===== src/rtl/rv_shift_seq.sv =====
// Sequential barrel-shift replacement: performs an N-bit shift as N single-bit
// steps through one rv_shifter, with start/busy/done handshake and flush.

module rv_shifter #(
   parameter int DW = 32
) (
   input  logic [1:0]    op,
   input  logic [DW-1:0] din,
   output logic [DW-1:0] dout
);
   genvar gi;
   generate
      for (gi = 0; gi < DW; gi++) begin : g_bit
         logic lbit;
         logic rbit;
         if (gi == 0) begin : g_lsb
            assign lbit = 1'b0;
         end else begin : g_lmid
            assign lbit = din[gi-1];
         end
         // op[0] distinguishes arithmetic (sign fill) from logical right shift
         if (gi == DW - 1) begin : g_msb
            assign rbit = op[0] & din[DW-1];
         end else begin : g_rmid
            assign rbit = din[gi+1];
         end
         assign dout[gi] = (op == 2'b01) ? lbit :
                           op[1]         ? rbit : din[gi];
      end
   endgenerate
endmodule

module rv_shift_seq #(
   parameter int DW = 32,
   parameter int SW = $clog2(DW)
) (
   input  logic          clk,
   input  logic          rst,
   input  logic          start,
   input  logic [1:0]    op,
   input  logic [DW-1:0] operand,
   input  logic [SW-1:0] shamt,
   input  logic          flush,
   output logic          busy,
   output logic          done,
   output logic [DW-1:0] result
);
   typedef enum logic [1:0] {IDLE, SHIFT, DONE} state_t;

   state_t        state_reg, state_next;
   logic [SW-1:0] cnt_reg, cnt_next;
   logic [DW-1:0] work_reg, work_next;
   logic [1:0]    op_reg, op_next;
   logic [DW-1:0] shift_out;
   logic [SW-1:0] load_cnt;

   // op_reg is never 00 while in SHIFT because a pass op loads a zero count
   rv_shifter #(.DW(DW)) u_shifter (
      .op   (op_reg),
      .din  (work_reg),
      .dout (shift_out)
   );

   assign load_cnt = (op == 2'b00) ? '0 : shamt;

   always_comb begin
      state_next = state_reg;
      cnt_next   = cnt_reg;
      work_next  = work_reg;
      op_next    = op_reg;
      case (state_reg)
         IDLE: begin
            if (start && !flush) begin
               work_next  = operand;
               op_next    = op;
               cnt_next   = load_cnt;
               state_next = (load_cnt != '0) ? SHIFT : DONE;
            end
         end
         SHIFT: begin
            if (flush) begin
               state_next = IDLE;
            end else begin
               work_next = shift_out;
               cnt_next  = cnt_reg - SW'(1);
               if (cnt_reg == SW'(1))
                  state_next = DONE;
            end
         end
         DONE:    state_next = IDLE;
         default: state_next = IDLE;
      endcase
   end

   always_ff @(posedge clk or posedge rst) begin
      if (rst) begin
         state_reg <= IDLE;
         cnt_reg   <= '0;
         work_reg  <= '0;
         op_reg    <= 2'b00;
      end else begin
         state_reg <= state_next;
         cnt_reg   <= cnt_next;
         work_reg  <= work_next;
         op_reg    <= op_next;
      end
   end

   assign busy   = (state_reg != IDLE);
   assign done   = (state_reg == DONE);
   assign result = work_reg;
endmodule


===== config.mk =====
export PLATFORM = sky130hd
export DESIGN_NAME = rv_shift_seq
export DESIGN_NICKNAME = d
export VERILOG_FILES = /design/src/rtl/rv_shift_seq.sv
export SDC_FILE = /design/constraint.sdc
export NUM_CORES = 1
export LEC_CHECK = 0
export ABC_AREA = 1
export BUFFER_PORTS_ARGS = -buffer_cell sky130_fd_sc_hd__clkbuf_2
export CAP_MARGIN = 15
export CORE_MARGIN = 4
export CORE_UTILIZATION = 50
export CTS_BUF_LIST = sky130_fd_sc_hd__clkbuf_2
export CTS_CLUSTER_DIAMETER = 150
export DETAILED_ROUTE_END_ITERATION = 12
export PLACE_DENSITY = 0.78
export REMOVE_ABC_BUFFERS = 1
export SETUP_SLACK_MARGIN = 0.5
export SLEW_MARGIN = 5
export SYNTH_ARGS = -nofsm -noshare
export SYNTH_HDL_FRONTEND = slang
export SYNTH_SLANG_ARGS = --single-unit

===== constraint.sdc =====
create_clock -name clk -period 1.7 [get_ports clk]
set_input_delay 0.17 -clock clk [delete_from_list [all_inputs] [get_ports clk]]
set_output_delay 0.17 -clock clk [all_outputs]
set_load 0.02 [all_outputs]

==> flow_metrics.env <==
export IMPL_start_util_pct=53.1
export IMPL_yosysTopAreaCell="dfrtp_1"
export IMPL_area_growth_pct=57.0
export IMPL_reg2reg_to="cnt_reg[3]"
export IMPL_setup_viol=0
export IMPL_rrSetupSlack_ns=0.12
export IMPL_final_max_slew_viol_count=0
export IMPL_critPathLaunch="state_reg[0]"
export IMPL_r2r_start="state_reg[0]"
export IMPL_fin_hold_ws_ns=0.0261
export IMPL_wl_met2_um=4680
export IMPL_place_congestion=0.844
export IMPL_cp_endpoint="cnt_reg[3]"
export IMPL_clock_sinks=41
export IMPL_hold_violations=0
export IMPL_numCtsBuffers=5
export IMPL_avgSynthCellArea_um2=6.60
export IMPL_drive_above_1_share_pct=39.3
export IMPL_startpoint_type="register"
export IMPL_critPathKind="reg -> reg"
export IMPL_root_buffer="clkbuf_2"
export IMPL_skew_ns=0.0409
export IMPL_highest_layer="met4"
export IMPL_rows=25
export IMPL_synth_ff_latch_count=41
export IMPL_multi_input_area_mm2=0.00153
export IMPL_ios=77
export IMPL_dieArea_mm2=0.00636
export IMPL_grt_max_degree=36
export IMPL_via_per_inst=5.50
export IMPL_cts_tree="done"
export IMPL_synthCells=390
export IMPL_worst_slew_pin_slew_ns=0.394
export IMPL_largest_reg_flops=32
export IMPL_p_leak_nw=2.26
export IMPL_rsz0062_at_grt="yes"
export IMPL_status="finished, final reports clean"
export IMPL_first_pass_iters=5
export IMPL_regArea_mm2=0.00103
export IMPL_io_buffer_count=76
export IMPL_grt_pass1_vias=2482
export IMPL_nNetsFinal=548
export IMPL_timing_fmax_mhz=632
export IMPL_die_x_um=79.8
export IMPL_drtIter0Drc=300
export IMPL_post_route_period_util_pct=93.0
export IMPL_crit_required_ns=2.05
export IMPL_n_antenna_cell=0
export IMPL_antenna_found_initial=0
export IMPL_slew_headroom_pct=73.6
export IMPL_wl_met1_um=3630
export IMPL_fin_crit_ns=1.58
export IMPL_cts_htree_levels=2
export IMPL_power_density_mw_per_mm2=2080
export IMPL_wl_met3_um=769
export IMPL_fillCellCount=261
export IMPL_netlist_area_mm2=0.00257
export IMPL_coreArea_mm2=0.00485
export IMPL_drc=0
export IMPL_overflow=0
export IMPL_dieHeight_um=79.8
export IMPL_grt_pass1_wl_um=10800
export IMPL_placed_area_mm2=0.00298
export IMPL_track_usage_pct=21.3
export IMPL_crit_path_end_kind="register"
export IMPL_vias=3140
export IMPL_ys_types=23
export IMPL_synth_edff_count=0
export IMPL_ant_nets=0
export IMPL_ir_worst_vdd_uv=1180
export IMPL_hold_class="in -> reg"
export IMPL_critPathArrivalTime_ns=1.93
export IMPL_ys_top_cells_by_area="dfrtp_1 (40%), nand2_1 (26%), nand3_1 (8.2%), o21ai_1 (6.0%), inv_1 (6.0%)"
export IMPL_clock_latency_ns=0.43
export IMPL_clk_path_buf_depth=2
export IMPL_ys_seq_area_share_pct=39.8
export IMPL_cts_clk_slew_worst_paths_ns=0.24
export IMPL_final_area_mm2=0.00404
export IMPL_wl_per_cell_um=16.4
export IMPL_path_max_fanout=24
export IMPL_postSynth_asyncResetShare_pct=100
export IMPL_hpwl_um=4460
export IMPL_drt_wl_total_um=9340
export IMPL_yosys_most_used_dff="dfrtp_1"
export IMPL_r2r_cells=7
export IMPL_synth_top_area_share_pct=39.8
export IMPL_ys_warn_count=0
export IMPL_maxCapViolCount=0
==> per-stage QoR <==
| step | power (mW) | cells | setup slack (ns) | util [%] | setup TNS (ns) |
|---|---|---|---|---|---|
| detailed placement | 5.37 | 523 | 0.259 | 61.5 | 0 |
| CTS | 6.38 | 545 | 0.283 | 67.7 | 0 |
| floorplan | 4.27 | 370 | -0.602 | - | -16.39 |
| global placement | 5.29 | 523 | 0.288 | 61.5 | 0 |
| global route | 8.89 | 571 | 0.120 | 83.4 | 0 |
| finish | 8.40 | 571 | 0.119 | 83.4 | 0 |
==> critical path, cell delays in order (launching register included) <==
cell     delay (ns)
dfrtp_2        0.51
buf_4          0.15
nand2_4        0.05
buf_4          0.22
a21oi_1        0.18
o21ai_0        0.15
nand2_1        0.14
nand2_1        0.09
==> synthesized netlist by cell type, types with 4 or more instances <==
cell,n
a21oi_1,4
buf_2,8
buf_4,6
buf_6,5
dfrtp_1,41
inv_1,41
inv_2,4
nand2_1,180
nand3_1,42
nor2_1,4
o21ai_0,11
o21ai_1,31
==> what timing repair did <==
item	in CTS	in global routing
hold buffers	5	0
setup buffers	6	16
gates resized for setup	26	156
endpoints found under the setup margin	50	65
endpoints found under the hold margin	45	0
pin swaps	3	33
gates cloned	3	10
==> report_power, final <==
| part | total, mW | switching (mW) | internal (mW) |
|---|---|---|---|
| sequential | 1.82 | 0.389 | 1.43 |
| combinational | 5.97 | 3.42 | 2.54 |
| clock | 0.603 | 0.353 | 0.251 |
==> final cells by class <==
| class | instances | area share, % |
|---|---|---|
| clock inverters | 2 | 0.836 |
| multi-input cells | 284 | 37.9 |
| inverters | 45 | 4.24 |
| clock buffers | 6 | 0.743 |
| well taps | 67 | 2.07 |
| flip-flops and latches | 41 | 25.4 |
| repair buffers | 126 | 28.8 |
==> routing by layer <==
| metal | vias to the layer above | track usage [%] |
|---|---|---|
| met5 | - | 0 |
| met4 | 0 | 7.26 |
| met3 | 31 | 4.97 |
| met2 | 193 | 35.7 |
| met1 | 1469 | 26.8 |
| li1 | 1447 | - |
==> worst min-delay path by stage <==
stage | from | end | slack (ns) | cells past startpoint
2_1_floorplan | op[0] | op_reg[0] | 0.34 | 2
3_3_place_gp | rst | cnt_reg[1] | 0.09 | 2
3_5_place_dp | rst | cnt_reg[1] | 0.09 | 2
4_1_cts | operand[19] | result[19] | 0.007 | 5
5_1_grt | shamt[0] | cnt_reg[0] | 0.04 | 3
6_report | shamt[0] | cnt_reg[0] | 0.03 | 3
==> placed cells by master, fill, tap and decap left out, types with 2 or more instances in the layout <==
master,instances
buf_4,21
nand3_1,39
clkbuf_16,6
clkinv_1,2
buf_12,5
o21ai_1,14
nand2_2,14
o21ai_0,10
nor2_4,3
nand2_1,149
clkbuf_2,56
inv_1,38
dfrtp_1,39
nand3_2,2
nand2_4,19
dlygate4sd3_1,5
inv_2,5
o21ai_2,18
buf_6,35
nor2_1,2
ha_1,2
a21oi_1,3
dfrtp_2,2
==> logic make-up (layout without fill, tap and decap cells) <==
group	after synthesis	count (layout)	share of synthesized area (%)
DFF	41	41	39.8
AOI/OAI and AO/OA	49	49	9.96
buffers and inverters	65	179	12.2
adders and majority gates	2	2	0.972
and+or+nand+nor	233	233	37.0
Power figures use the tool's default switching activity.
